==> src/rtl/ps2_scancode_rx.sv <==
// PS/2 device-to-host frame receiver: assembles E0/F0-prefixed scan codes
// and reports the completed code, the break flag and framing errors.
module ps2_scancode_rx #(
  parameter int unsigned TIMEOUT = 5000
) (
  input  logic        clk,
  input  logic        reset,
  input  logic        ps2_clk,
  input  logic        ps2_data,
  output logic [15:0] scancode,
  output logic        is_release,   // 1 = last completed code was a break (F0) event
  output logic        valid,
  output logic        frame_err
);

  localparam int unsigned TMO_W  = $clog2(TIMEOUT + 1);
  localparam int unsigned BYTE_W = 8;
  localparam int unsigned CNT_W  = 3;
  localparam logic [BYTE_W-1:0] EXT_BYTE = 8'hE0;
  localparam logic [BYTE_W-1:0] BRK_BYTE = 8'hF0;

  typedef enum logic [1:0] {
    S_IDLE   = 2'd0,
    S_DATA   = 2'd1,
    S_PARITY = 2'd2,
    S_STOP   = 2'd3
  } state_e;

  state_e             state_q, state_d;
  logic               clk_s1_q, clk_s2_q, clk_prev_q;
  logic               dat_s1_q, dat_s2_q;
  logic [BYTE_W-1:0]  shift_q, shift_d;
  logic [CNT_W-1:0]   bit_cnt_q, bit_cnt_d;
  logic               par_q, par_d;
  logic [TMO_W-1:0]   tmo_q, tmo_d;
  logic               ext_q, ext_d;
  logic               brk_q, brk_d;
  logic [15:0]        scancode_q, scancode_d;
  logic               release_q, release_d;
  logic               valid_q, valid_d;
  logic               frame_err_q, frame_err_d;

  logic fall_c;
  logic good_c;

  // Synchronizers idle high, matching an idle PS/2 bus
  always_ff @(posedge clk) begin
    if (reset) begin
      clk_s1_q   <= 1'b1;
      clk_s2_q   <= 1'b1;
      clk_prev_q <= 1'b1;
      dat_s1_q   <= 1'b1;
      dat_s2_q   <= 1'b1;
    end else begin
      clk_s1_q   <= ps2_clk;
      clk_s2_q   <= clk_s1_q;
      clk_prev_q <= clk_s2_q;
      dat_s1_q   <= ps2_data;
      dat_s2_q   <= dat_s1_q;
    end
  end

  assign fall_c = clk_prev_q & ~clk_s2_q;
  // Odd parity over data + parity bit, and a high stop bit
  assign good_c = (^{shift_q, par_q}) & dat_s2_q;

  always_ff @(posedge clk) begin
    if (reset) begin
      state_q     <= S_IDLE;
      shift_q     <= '0;
      bit_cnt_q   <= '0;
      par_q       <= 1'b0;
      tmo_q       <= '0;
      ext_q       <= 1'b0;
      brk_q       <= 1'b0;
      scancode_q  <= 16'h0000;
      release_q   <= 1'b0;
      valid_q     <= 1'b0;
      frame_err_q <= 1'b0;
    end else begin
      state_q     <= state_d;
      shift_q     <= shift_d;
      bit_cnt_q   <= bit_cnt_d;
      par_q       <= par_d;
      tmo_q       <= tmo_d;
      ext_q       <= ext_d;
      brk_q       <= brk_d;
      scancode_q  <= scancode_d;
      release_q   <= release_d;
      valid_q     <= valid_d;
      frame_err_q <= frame_err_d;
    end
  end

  always_comb begin
    state_d     = state_q;
    shift_d     = shift_q;
    bit_cnt_d   = bit_cnt_q;
    par_d       = par_q;
    tmo_d       = tmo_q;
    ext_d       = ext_q;
    brk_d       = brk_q;
    scancode_d  = scancode_q;
    release_d   = release_q;
    valid_d     = 1'b0;
    frame_err_d = 1'b0;

    case (state_q)
      S_IDLE: begin
        tmo_d = '0;
        if (fall_c && !dat_s2_q) begin
          state_d   = S_DATA;
          bit_cnt_d = '0;
          shift_d   = '0;
        end
      end
      S_DATA: begin
        if (fall_c) begin
          shift_d   = {dat_s2_q, shift_q[BYTE_W-1:1]};
          bit_cnt_d = bit_cnt_q + CNT_W'(1);
          if (bit_cnt_q == CNT_W'(BYTE_W - 1)) begin
            state_d = S_PARITY;
          end
        end
      end
      S_PARITY: begin
        if (fall_c) begin
          par_d   = dat_s2_q;
          state_d = S_STOP;
        end
      end
      S_STOP: begin
        if (fall_c) begin
          state_d = S_IDLE;
          if (!good_c) begin
            frame_err_d = 1'b1;
            ext_d       = 1'b0;
            brk_d       = 1'b0;
          end else if (shift_q == EXT_BYTE) begin
            ext_d = 1'b1;
          end else if (shift_q == BRK_BYTE) begin
            brk_d = 1'b1;
          end else begin
            scancode_d = {(ext_q ? EXT_BYTE : 8'h00), shift_q};
            release_d  = brk_q;
            valid_d    = 1'b1;
            ext_d      = 1'b0;
            brk_d      = 1'b0;
          end
        end
      end
      default: state_d = S_IDLE;
    endcase

    // Abandon a stalled frame silently, dropping any pending prefix
    if (state_q != S_IDLE) begin
      if (fall_c) begin
        tmo_d = '0;
      end else if (tmo_q == TMO_W'(TIMEOUT - 1)) begin
        state_d   = S_IDLE;
        tmo_d     = '0;
        shift_d   = '0;
        bit_cnt_d = '0;
        ext_d     = 1'b0;
        brk_d     = 1'b0;
      end else begin
        tmo_d = tmo_q + TMO_W'(1);
      end
    end
  end

  assign scancode   = scancode_q;
  assign is_release = release_q;
  assign valid      = valid_q;
  assign frame_err  = frame_err_q;

endmodule

==> config.mk <==
export PLATFORM = sky130hd
export DESIGN_NAME = ps2_scancode_rx
export DESIGN_NICKNAME = d
export VERILOG_FILES = /design/src/rtl/ps2_scancode_rx.sv
export SDC_FILE = /design/constraint.sdc
export NUM_CORES = 1
export LEC_CHECK = 0
export BUFFER_PORTS_ARGS = -buffer_cell sky130_fd_sc_hd__buf_2
export CAP_MARGIN = 20
export CELL_PAD_IN_SITES_DETAIL_PLACEMENT = 1
export CELL_PAD_IN_SITES_GLOBAL_PLACEMENT = 1
export CORE_MARGIN = 5
export CORE_UTILIZATION = 40
export DETAILED_ROUTE_END_ITERATION = 12
export GPL_TIMING_DRIVEN = 0
export PLACE_DENSITY = 0.7
export SLEW_MARGIN = 5
export SYNTH_ARGS = -nofsm -noshare
export SYNTH_HDL_FRONTEND = slang
export SYNTH_SLANG_ARGS = --single-unit
export TNS_END_PERCENT = 5
==> constraint.sdc <==
create_clock -name clk -period 1.62 [get_ports clk]
set_input_delay 0.081 -clock clk [delete_from_list [all_inputs] [get_ports clk]]
set_output_delay 0.081 -clock clk [all_outputs]
set_load 0.02 [all_outputs]
Yosys cells after proc, flatten, opt, wreduce, memory -nomap -nowiden
Index checks and enable logic that the tools add are counted. Widths: inputs -> output; s select.

$add $sub $neg: 2. Eq/ne operators: 7. Muxes and demuxes: 44. Bitwise operators: 8. Reduce and logical (&&, ||, !) cells: 10.

Operator list (count): $mux 13 (4); $mux 8 (6); $mux 1 (18); $eq 8x8->1 const B (2); $mux 2 (8); $pmux 8 s2 (1); $mux 3 (5); $add 13x1->13 const B (1); $eq 13x13->1 const B (1); $reduce_xor 9->1 (1); $pmux 2 s4 (1); $not 1->1 (6); $pmux 3 s2 (1); $reduce_and 5->1 (1); $reduce_or 5->1 (1); $eq 2x2->1 const B (2); $reduce_bool 2->1 (2); $add 3x1->3 const B (1); $eq 3x3->1 const B (1); $reduce_or 3->1 (1); $and 1x1->1 (2); $eq 2x1->1 const B (1); $logic_not 2->1 (1); $reduce_and 2->1 (1); 2 further kinds (2).

Register bits after elaboration: 53. Bits of input ports: 4. Output and inout port bits: 19. Logic and storage cells: 87.

Logic depth before layout (Yosys ltp)
Depth after elaboration: 9. Mapped depth: 7.

Least setup slack after synthesis
Ideal clock, no wire load.

Kind: reg2reg. Start point: register tmo_q[0]. End point: register tmo_q[10]. Library setup time: 0.064 ns. Data arrival time: 1.563 ns. Data required time: 1.556 ns. Setup slack: -0.007 ns. Cell stages (with the launch flop): 7. Path buffers: 1. Cells stage by stage: dfxtp_1 > ha_1 > and2_1 > nand4_1 > or3b_2 > buf_2 > nor2_1.

Word-level cells in the longest chain between the ends: 4.

Ends and longest elaborated chain: from (decl) (RTL line 35) `logic [TMO_W-1:0] tmo_q, tmo_d;`; from (signal assigned) (RTL line 85) `tmo_q <= tmo_d;`; $add 13x1->13 or $eq 13x13->1 (tied branches) (RTL line 167, 159); $mux 13 (*) (RTL line 159) `end else if (tmo_q == TMO_W'(TIMEOUT - 1)) begin`; $mux 13 (*) (RTL line 157) `if (fall_c) begin`; $mux 13 (*) (RTL line 156) `if (state_q != S_IDLE) begin`.

Every way passes the cells marked *; elsewhere a longest branch is shown, timed or not. A chain may end at the register's enable or synchronous reset.

Final worst setup path
Start point: register shift_q[4]. End point: register scancode_q[1], in the netlist scancode[1].

Word-level cells in the longest chain between the ends: 3.

Ends and longest elaborated chain: from (decl) (RTL line 32) `logic [BYTE_W-1:0] shift_q, shift_d;`; from (signal assigned) (RTL line 82) `shift_q <= shift_d;`; $reduce_xor 9->1, or another cell as far along (RTL line 65) `assign good_c = (^{shift_q, par_q}) & dat_s2_q;`; $and 1x1->1 or $not 1->1 (tied branches); $reduce_and 5->1 (no line) (*); to (signal assigned) (RTL line 88) `scancode_q <= scancode_d;`; to (decl) (RTL line 38) `logic [15:0] scancode_q, scancode_d;`.

Marked as above.

==> reports/metrics.cfg <==
[clock_tree]
clockRootBuffer = clkbuf_8
path_clk_slew_ns = 0.08
clk_path_buf_depth = 2
ctsHtreeMaxLevel = 2
cts_buffers = 5
cts_tree = done
clkSinkCount = 46
clock_latency_ns = 0.30

[floorplanning]
dieArea_mm2 = 0.00681
ios = 23
initial_core_util = 0.412
rows = 26
core_area_mm2 = 0.00511
fp.dieW_um = 82.5
die_h_um = 82.5

[sta]
finalHoldViolCount = 0
fin_setup_tns_ns = -0.0787
fin_ws_ns = -0.0312
rsz0062_at_grt = true
drv_slew = 0
setup_viol = 6
clock.fmax_mhz = 606
period_needed_ns = 1.65
min_period_over_period = 1.02
final.setup_skew_ns = 0.00815

[worst_setup_path]
end_kind = flip-flop
cp_cell_sequence = xnor2_2, xnor3_2, mux2i_4, buf_6, mux2i_1
crit_buf_inv = 1
crit_path_start_kind = flip-flop
r2r_start = shift_q[4]$_SDFF_PP0_
critPathTopFamily = XOR/XNOR gates
cp_slowest_cell = xnor3_2
cp.required_ns = 1.84
slowest_delay_ns = 0.49
criticalPathCategory = reg2reg
crit_fanout = 5
worst_ep_arrival_time_ns = 1.87
worstSetupStartpoint = shift_q[4]$_SDFF_PP0_

[placement]
hpwlAfterDp_um = 3210
port_buffers = 17
preCtsSetupSlack_ns = -0.350
gp_congestion = 0.729

[routing]
drc = 0
dr.pass1.iters = 4
antenna_left = 0
vias_per_cell = 4.95
wl_per_cell_um = 14.3
initialDrtViolationCount = 59
wl_um = 4690
vias = 1628

[layout]
area_delta_synth_final_pct = 24.3
drive_above_1_share = 0.290
antenna_cells = 0
nets = 266

[grt]
grt_max_degree = 14
first_global_vias = 1601
grtUsageTotal = 0.157
globalRouteMet2Util = 0.248
use_met1 = 0.214
antenna_found_initial = 0
grt_busiest_layer = met2
grt_use_met3 = 0.0358
grt_first_pass_wirelength_um = 8070
gr-total-overflow = 0

[min_path]
hp-class = in2reg
hold_start = reset

[yosys]
ys_ff_latch = 46
syn_inst = 223
synthDistinctLibCells = 41
postSynthAreaPerCell_um2 = 9.43
yosysWarnings = 0
synthFlopType = dfxtp_1
syn_area_mm2 = 0.00210
async_reset_ff_frac = 0
synth-edff-count = 0
synth_seq_area_share = 0.438

[pwr]
vdd_drop_max_mv = 0.485
power_leakage_nw = 0.986
power_per_cell_area_mw_per_mm2 = 793
p_total_mw = 2.07

[outcome]
violations = negative setup slack
status = finished, violations left

[flow_run]
cap_violations = 0

==> final timing paths <==
path                              end  slack (ns)  cells after the start
max          scancode[1]$_SDFFE_PP0P_       -0.03                      5
min              tmo_q[11]$_SDFF_PP0_        0.25                      4
max reg2reg  scancode[1]$_SDFFE_PP0P_       -0.03                      5
min reg2reg       dat_s2_q$_SDFF_PP1_        0.41                      1
==> layout by cell type, fill, tap and decap left out, types with 3 or more instances in the layout <==
master and instances:
nand3_1 3, dfxtp_2 8, clkbuf_1 3, xor2_1 8
clkbuf_8 6, dfxtp_1 36, a21oi_1 6, nor2_1 23
and2_1 5, inv_1 5, conb_1 5, buf_6 5
a22oi_1 6, nor2b_1 3, buf_4 15, nand2b_1 19
nand4_1 5, nand2_1 9, xnor2_1 3, or2_2 5
or3_1 3, o211ai_1 3, mux2i_1 13, buf_2 17
o21ai_0 8
==> where the power goes <==
group	total, mW	switching [mW]	leakage [nW]	internal, mW
combinational	0.0772	0.0409	0.553	0.0363
sequential	1.14	0.00454	0.376	1.13
clock	0.860	0.366	0.0573	0.494
total	2.07	0.412	0.986	1.66
==> worst register-to-register path, stage by stage, from the launching register on <==
cell and delay (ns):
dfxtp_4 0.35, xnor2_2 0.15, xnor3_2 0.49, mux2i_4 0.23, buf_6 0.16, mux2i_1 0.19
==> area by class of cell <==
type,instances,area (µm²)
Tap cell,70,87.6
Inverter,5,18.8
Multi-Input combinational cell,158,1160
Buffer,16,124
Sequential cell,46,938
Fill cell,606,2490
Clock inverter,1,30.0
Timing Repair Buffer,27,169
Clock buffer,6,82.6
==> cells in the mapped netlist, drive strengths merged (4+ instances only) <==
cell type / n / area (µm²)
a21oi: 7 / 35.0
a22oi: 6 / 45.0
and2: 6 / 37.5
buf: 12 / 83.8
clkbuf: 6 / 23.8
dfxtp: 46 / 921
inv: 5 / 18.8
mux2i: 14 / 140
nand2: 9 / 33.8
nand2b: 20 / 125
nand4: 5 / 31.3
nor2: 23 / 86.3
o21ai: 9 / 45.0
or2: 5 / 31.3
xnor2: 4 / 35.0
xor2: 8 / 70.1
==> routing by layer <==
metal / part of all wire / vias to the layer above
li1: - / 821
met5: 0 / -
met1: 0.50 / 780
met4: 0.014 / 0
met2: 0.46 / 20
met3: 0.029 / 7
==> what timing repair did <==
item / CTS / global route
setup endpoints to repair: 35 / 39
buffers inserted: 5 / 2
endpoints found under the hold margin: 2 / 0
gates resized for setup: 23 / 19
hold buffers: 2 / 0
cloned: 1 / 0
pin swaps: 6 / 5
==> per-stage QoR <==
step           cells  instance area (µm²)  utilization  hold WS [ns]
2_1_floorplan    227                 2120            -         0.185
3_3_place_gp     314                 2300        0.450         0.296
3_5_place_dp     314                 2300        0.450         0.294
4_1_cts          328                 2540        0.497         0.231
5_1_grt          329                 2610        0.512         0.233
6_report         329                 2610        0.512         0.245
==> state kept, by name (all words and copies together), names as in the netlist <==
| signal | flops |
|---|---|
| shift_q | 8 |
| clk_s1_q | 1 |
| par_q | 1 |
| valid | 1 |
| scancode | 9 |
| brk_q | 1 |
| frame_err | 1 |
| state_q | 2 |
| dat_s2_q | 1 |
| tmo_q | 13 |
| bit_cnt_q | 3 |
| is_release | 1 |
| clk_prev_q | 1 |
| clk_s2_q | 1 |
| dat_s1_q | 1 |
| ext_q | 1 |
==> cells by family (layout without fill, tap and decap cells) <==
logic type	Yosys count	after routing	share of synthesized area
AOI/OAI and AO/OA	32	32	0.0970
xor gates and xnor gates	15	15	0.0827
adders and majority gates	3	3	0.0178
buffers and inverters	23	55	0.0601
DFF	46	46	0.438
muxes	14	14	0.0666
other	1	5	0.00178
and+or+nand+nor	89	89	0.236
Note: power is estimated with default switching activity, not from simulation.
